===== src/rtl/fifo_read_ptr_ctrl_if.sv =====
// Read-side pointer bus for the async FIFO: pop request, remote write pointer, and read-side status.
interface fifo_read_ptr_ctrl_if #(
  parameter int ADDR_WIDTH = 7
);
  logic                  inc;
  logic [ADDR_WIDTH:0]   wptr_gray;
  logic [ADDR_WIDTH-1:0] raddr;
  logic [ADDR_WIDTH:0]   rptr_gray;
  logic                  empty;
  logic [ADDR_WIDTH:0]   count;
  logic                  gray_err;

  modport master (
    output inc, wptr_gray,
    input  raddr, rptr_gray, empty, count, gray_err
  );

  modport slave (
    input  inc, wptr_gray,
    output raddr, rptr_gray, empty, count, gray_err
  );
endinterface


===== src/rtl/fifo_read_ptr_ctrl.sv =====
// Async FIFO read-pointer controller: write-pointer sync, read counter, empty flag and occupancy.
// Optional sticky illegal-Gray-step checker on the synced write pointer: define GRAY_ERR_CHK_EN.
module fifo_read_ptr_ctrl #(
  parameter int ADDR_WIDTH = 7
) (
  input logic                 clk,
  input logic                 reset,
  fifo_read_ptr_ctrl_if.slave bus
);
  localparam int PW = ADDR_WIDTH + 1;

  logic [PW-1:0] wq1_q, wq2_q;
  logic [PW-1:0] rbin_q, rbin_d;
  logic [PW-1:0] rgray_q, rgray_d;
  logic [PW-1:0] count_q, count_d;
  logic [PW-1:0] wbin_sync;
  logic          empty_q, empty_d;
  logic          pop;

  // Gray-to-binary as the XOR of all right shifts of the code word.
  function automatic logic [PW-1:0] gray2bin(input logic [PW-1:0] g);
    logic [PW-1:0] b;
    b = g;
    for (int unsigned s = 1; s < PW; s++) begin
      b = b ^ (g >> s);
    end
    return b;
  endfunction

  always_comb begin
    pop       = bus.inc & ~empty_q;
    rbin_d    = rbin_q + PW'(pop);
    rgray_d   = rbin_d ^ (rbin_d >> 1);
    wbin_sync = gray2bin(wq2_q);
    empty_d   = (rgray_d == wq2_q);
    count_d   = wbin_sync - rbin_d;
  end

  always_ff @(posedge clk or posedge reset) begin
    if (reset) begin
      wq1_q   <= '0;
      wq2_q   <= '0;
      rbin_q  <= '0;
      rgray_q <= '0;
      count_q <= '0;
      empty_q <= 1'b1;
    end else begin
      wq1_q   <= bus.wptr_gray;
      wq2_q   <= wq1_q;
      rbin_q  <= rbin_d;
      rgray_q <= rgray_d;
      count_q <= count_d;
      empty_q <= empty_d;
    end
  end

  assign bus.raddr     = rbin_q[ADDR_WIDTH-1:0];
  assign bus.rptr_gray = rgray_q;
  assign bus.count     = count_q;
  assign bus.empty     = empty_q;

`ifdef GRAY_ERR_CHK_EN
  logic [PW-1:0] wq2_prev_q;
  logic [PW-1:0] gdiff;
  logic          gray_err_q, gray_err_d;

  // More than one bit set in the step means an illegal Gray transition.
  always_comb begin
    gdiff      = wq2_q ^ wq2_prev_q;
    gray_err_d = gray_err_q | ((gdiff & (gdiff - PW'(1))) != '0);
  end

  always_ff @(posedge clk or posedge reset) begin
    if (reset) begin
      wq2_prev_q <= '0;
      gray_err_q <= 1'b0;
    end else begin
      wq2_prev_q <= wq2_q;
      gray_err_q <= gray_err_d;
    end
  end

  assign bus.gray_err = gray_err_q;
`else
  assign bus.gray_err = 1'b0;
`endif
endmodule


===== src/flat_wrapper.sv =====
// flat-port wrapper written by rule: the top's interface ports become plain ports
module fifo_read_ptr_ctrl_flat 
#(
  parameter int ADDR_WIDTH = 7
)
  (clk, reset, bus_inc, bus_wptr_gray, bus_raddr, bus_rptr_gray, bus_empty, bus_count, bus_gray_err);
  fifo_read_ptr_ctrl_if #(.ADDR_WIDTH(ADDR_WIDTH)) bus_i ();
  input logic clk;
  input logic reset;
  input wire logic [$bits(bus_i.inc)-1:0] bus_inc;
  input wire logic [$bits(bus_i.wptr_gray)-1:0] bus_wptr_gray;
  output wire logic [$bits(bus_i.raddr)-1:0] bus_raddr;
  output wire logic [$bits(bus_i.rptr_gray)-1:0] bus_rptr_gray;
  output wire logic [$bits(bus_i.empty)-1:0] bus_empty;
  output wire logic [$bits(bus_i.count)-1:0] bus_count;
  output wire logic [$bits(bus_i.gray_err)-1:0] bus_gray_err;
  assign bus_i.inc = bus_inc;
  assign bus_i.wptr_gray = bus_wptr_gray;
  assign bus_raddr = bus_i.raddr;
  assign bus_rptr_gray = bus_i.rptr_gray;
  assign bus_empty = bus_i.empty;
  assign bus_count = bus_i.count;
  assign bus_gray_err = bus_i.gray_err;
  fifo_read_ptr_ctrl #(.ADDR_WIDTH(ADDR_WIDTH)) u_core (.clk(clk), .reset(reset), .bus(bus_i));
endmodule

===== config.mk =====
export PLATFORM = sky130hd
export DESIGN_NAME = fifo_read_ptr_ctrl_flat
export DESIGN_NICKNAME = d
export VERILOG_FILES = /design/src/rtl/fifo_read_ptr_ctrl_if.sv /design/src/rtl/fifo_read_ptr_ctrl.sv /design/src/flat_wrapper.sv
export SDC_FILE = /design/constraint.sdc
export NUM_CORES = 1
export LEC_CHECK = 0
export ABC_AREA = 1
export BUFFER_PORTS_ARGS = -buffer_cell sky130_fd_sc_hd__buf_2
export CAP_MARGIN = 20
export CELL_PAD_IN_SITES_DETAIL_PLACEMENT = 0
export CELL_PAD_IN_SITES_GLOBAL_PLACEMENT = 1
export CORE_MARGIN = 3
export CORE_UTILIZATION = 44
export CTS_BUF_LIST = sky130_fd_sc_hd__clkbuf_4 sky130_fd_sc_hd__clkbuf_8 sky130_fd_sc_hd__clkbuf_16
export CTS_CLUSTER_SIZE = 28
export DETAILED_ROUTE_END_ITERATION = 16
export PLACE_DENSITY = 0.93
export SKIP_CTS_REPAIR_TIMING = 1
export SLEW_MARGIN = 20
export SYNTH_ARGS = -nofsm -noshare
export SYNTH_HDL_FRONTEND = slang
export SYNTH_SLANG_ARGS = --single-unit

===== constraint.sdc =====
create_clock -name clk -period 5.3 [get_ports clk]
set_input_delay 0.265 -clock clk [delete_from_list [all_inputs] [get_ports clk]]
set_output_delay 0.265 -clock clk [all_outputs]
set_load 0.02 [all_outputs]

==> flow_summary_export.csv <==
group,metric,value,unit
sta,max_freq,0.3858,GHz
routing,viasPerCell,4.705,
sta,period_share,48.91,%
run,drv_cap,0,
sta,finalSetupViolCount,0,
worst_setup_path,slowest_stage,"dfrtp_1",
worst_setup_path,cp_max_fo,4,
placement,dpl_cell_area,0.002076,sq mm
cts,clk_pin_slew,0.07,ns
logic_synthesis,synth_top_area_share,52.88,%
global_routing,grt_overflow_total,0,
power,pwr-share-clk,14.7,%
logic_synthesis,async_flop_share,100.0,%
logic_synthesis,ys_types,19,
placement,port_buffers,34,
logic_synthesis,yosys-top-cells-count,"nand2_1 (48), dfrtp_1 (39), inv_1 (25)",
cts,clockRootBuffer,"clkbuf_8",
cells_and_area,area_growth,17.69,%
worst_setup_path,cp_cell_sequence,"xor2_2 > xor2_2 > xnor2_2 > xor2_1 > inv_1 > ha_1 > a21oi_1 > nand2_1 > a21oi_1 > nor2_1 > nor2_1 > xor2_1",
cts,cts_buffers,5,
worst_setup_path,critPathMaxStageDelay,0.43,ns
power,p_leak,1.143,nW
logic_synthesis,synth_fp_nets,210,
global_routing,grt_use_total,15.37,%
logic_synthesis,synth_area_leader_cell,"dfrtp_1",
cts,clock_sinks,40,
worst_setup_path,critical_path_buf_inv_count,1,
logic_synthesis,ys_ff_latch,40,
logic_synthesis,syn_area_per_cell,9.765,sq um
worst_setup_path,worst_ep_arrival_time,2.80,ns
placement,place_hpwl,2450,um
sta,fin_crit,2.592,ns
worst_setup_path,crit_family,"XOR/XNOR gates",
routing,routed_wl,3255,um
power,power,1.439,mW
floorplanning,die_area,0.005008,sq mm
power,internal-power,798.1,uW
worst_setup_path,crit_path_end_kind,"register",
power,switching_share,44.52,%
power,p_seq_share,31.9,%
power,p_per_area,662.3,mW/mm^2
global_routing,grt_pass1_wl,5878,um
sta,final.setup.tns,0,ns
global_routing,grt_pass1_vias,1298,
worst_setup_path,critPathKind,"register to register",
logic_synthesis,netlist_instances,189,
logic_synthesis,synth.top_cells.by_area,"dfrtp_1 (53%), nand2_1 (9.8%), xor2_1 (6.6%)",
floorplanning,row_count,22,
routing,dr.pass1.iters,4,
cts,insertion_delay,0.29,ns
routing,drt-initial-drc-count,59,
power,worst_ir_drop_vdd,0.3646,mV
cts,cts_tree,"done",
routing,wire_per_inst,11.71,um
run_status,status,"completed",
routing,ant_nets,0,
sta,finalHoldViolations,0,
floorplanning,io_pins,36,
floorplanning,fp.dieH,70.77,um
power,p_comb_share,53.4,%
sta,rsz0062_at_grt,"false",
global_routing,grt_max_degree,41,
logic_synthesis,syn_area,0.001846,sq mm
worst_setup_path,timing.critical_path.from_type,"register",
cells_and_area,num-nets-final,251,
logic_synthesis,synth-edff-count,0,
placement,gp_congestion,0.8093,
floorplanning,die_w,70.77,um
cells_and_area,layout-drive-gt1-share,20.43,%
sta,finalMaxSlewViolations,0,
worst_setup_path,cp.required,5.51,ns
cells_and_area,antenna_cells,0,
sta,fin_skew,0.007288,ns
hold_path,holdCritPathClass,"input pin to register",
floorplanning,start_util,47.89,%
cts,cts_htree_levels,2,
floorplanning,core-area,0.003854,sq mm
global_routing,antenna_found_initial,0,
cells_and_area,fin_area,0.002172,sq mm
logic_synthesis,seq_area_frac_synth,54.31,%
routing,routed-via-count,1308,
power,switching_power,640.5,uW
routing,drcViolationCount,0,
cts,clk_path_buf_depth,2,
logic_synthesis,yosysMostFrequentCell,"nand2_1",
logic_synthesis,ys.flop_type,"dfrtp_1",
sta,whs,0.07732,ns
logic_synthesis,yosys_warnings,0,
## power groups by stage
stage                     Combinational (mW)  Clock, mW  Sequential [mW]
final                                  0.768      0.212            0.459
after CTS                              0.778      0.221            0.460
after global routing                   0.875      0.239            0.472
after floorplan                        0.455          0            0.577
after detailed placement               0.770          0            0.464
after global placement                 0.759          0            0.464
## logic make-up after synthesis
kind of cell    count (synthesis)  synth area share [%]
simple gates                   78                 17.02
fa+ha+maj                      10                 7.187
flops                          40                 54.31
compound gates                  9                 2.712
other cells                     1                0.2032
xor+xnor                       25                 13.09
buf+inv                        26                 5.492
## worst register-to-register path, delay by kind of cell, from the launching register on
family | cells | cell delay, ns
AOI/OAI and AO/OA | 2 | 0.31
xor gates and xnor gates | 5 | 1.11
adders and majority gates | 1 | 0.34
buffers and inverters | 1 | 0.06
DFF | 1 | 0.43
and+or+nand+nor | 3 | 0.27
## per-stage QoR
step	util (%)	cells	setup WS, ns
global route	56.36	278	2.396
global placement	53.86	271	2.767
CTS	56.36	278	2.668
floorplan	-	189	2.880
detailed placement	53.86	271	2.733
finish	56.36	278	2.708
## worst paths after layout
| kind | startpoint | to | slack [ns] | depth (start not counted) |
|---|---|---|---|---|
| max in group asynchronous | reset | u_core.bus.empty$_DFF_PP1_ | 4.86 | 3 |
| hold / removal | bus_wptr_gray[2] | u_core.wq1_q[2]$_DFF_PP0_ | 0.08 | 1 |
| setup reg to reg | u_core.wq2_q[5]$_DFF_PP0_ | u_core.bus.count[5]$_DFF_PP0_ | 2.71 | 12 |
| min in group asynchronous | reset | u_core.wq1_q[1]$_DFF_PP0_ | 0.09 | 3 |
| setup / recovery | u_core.wq2_q[5]$_DFF_PP0_ | u_core.bus.count[5]$_DFF_PP0_ | 2.71 | 12 |
| hold reg to reg | u_core.wq1_q[2]$_DFF_PP0_ | u_core.wq2_q[2]$_DFF_PP0_ | 0.35 | 0 |
## metal layers
metal / global-route usage (%) / part of all wire, %
met5: 0 / 0
met4: 7.933 / 2.9
met3: 5.114 / 6.7
met2: 23.48 / 47
met1: 19.43 / 43
## cell type report
type                    instances  area [sq um]
multi-input cells             123         742.0
clock buffers                   7         96.34
repair buffers                 35         177.7
inverters                      25         93.84
flip-flops and latches         40          1002
well taps                      48         60.06
fillers                       363          1682
## flip-flops by register name, summed over array words and instances (netlist names)
name,flops
u_core.bus.rptr_gray,7
u_core.wq2_q,8
u_core.bus.empty,1
u_core.bus.count,8
u_core.rbin_q,8
u_core.wq1_q,8
## layout by cell type (no fill, tap or decap)
| master | n |
|---|---|
| xor2_2 | 2 |
| a21oi_1 | 7 |
| xnor2_2 | 1 |
| inv_1 | 25 |
| dfstp_2 | 1 |
| nor3_1 | 1 |
| dfrtp_1 | 39 |
| buf_4 | 1 |
| or2_2 | 1 |
| buf_2 | 34 |
| ha_1 | 9 |
| o21bai_1 | 1 |
| o31ai_1 | 1 |
| nor2_1 | 14 |
| clkbuf_8 | 7 |
| conb_1 | 1 |
| nand2_1 | 48 |
| xnor2_1 | 8 |
| fa_1 | 1 |
| nand3_1 | 14 |
| xor2_1 | 14 |
Note: power is estimated with default switching activity, not from simulation.
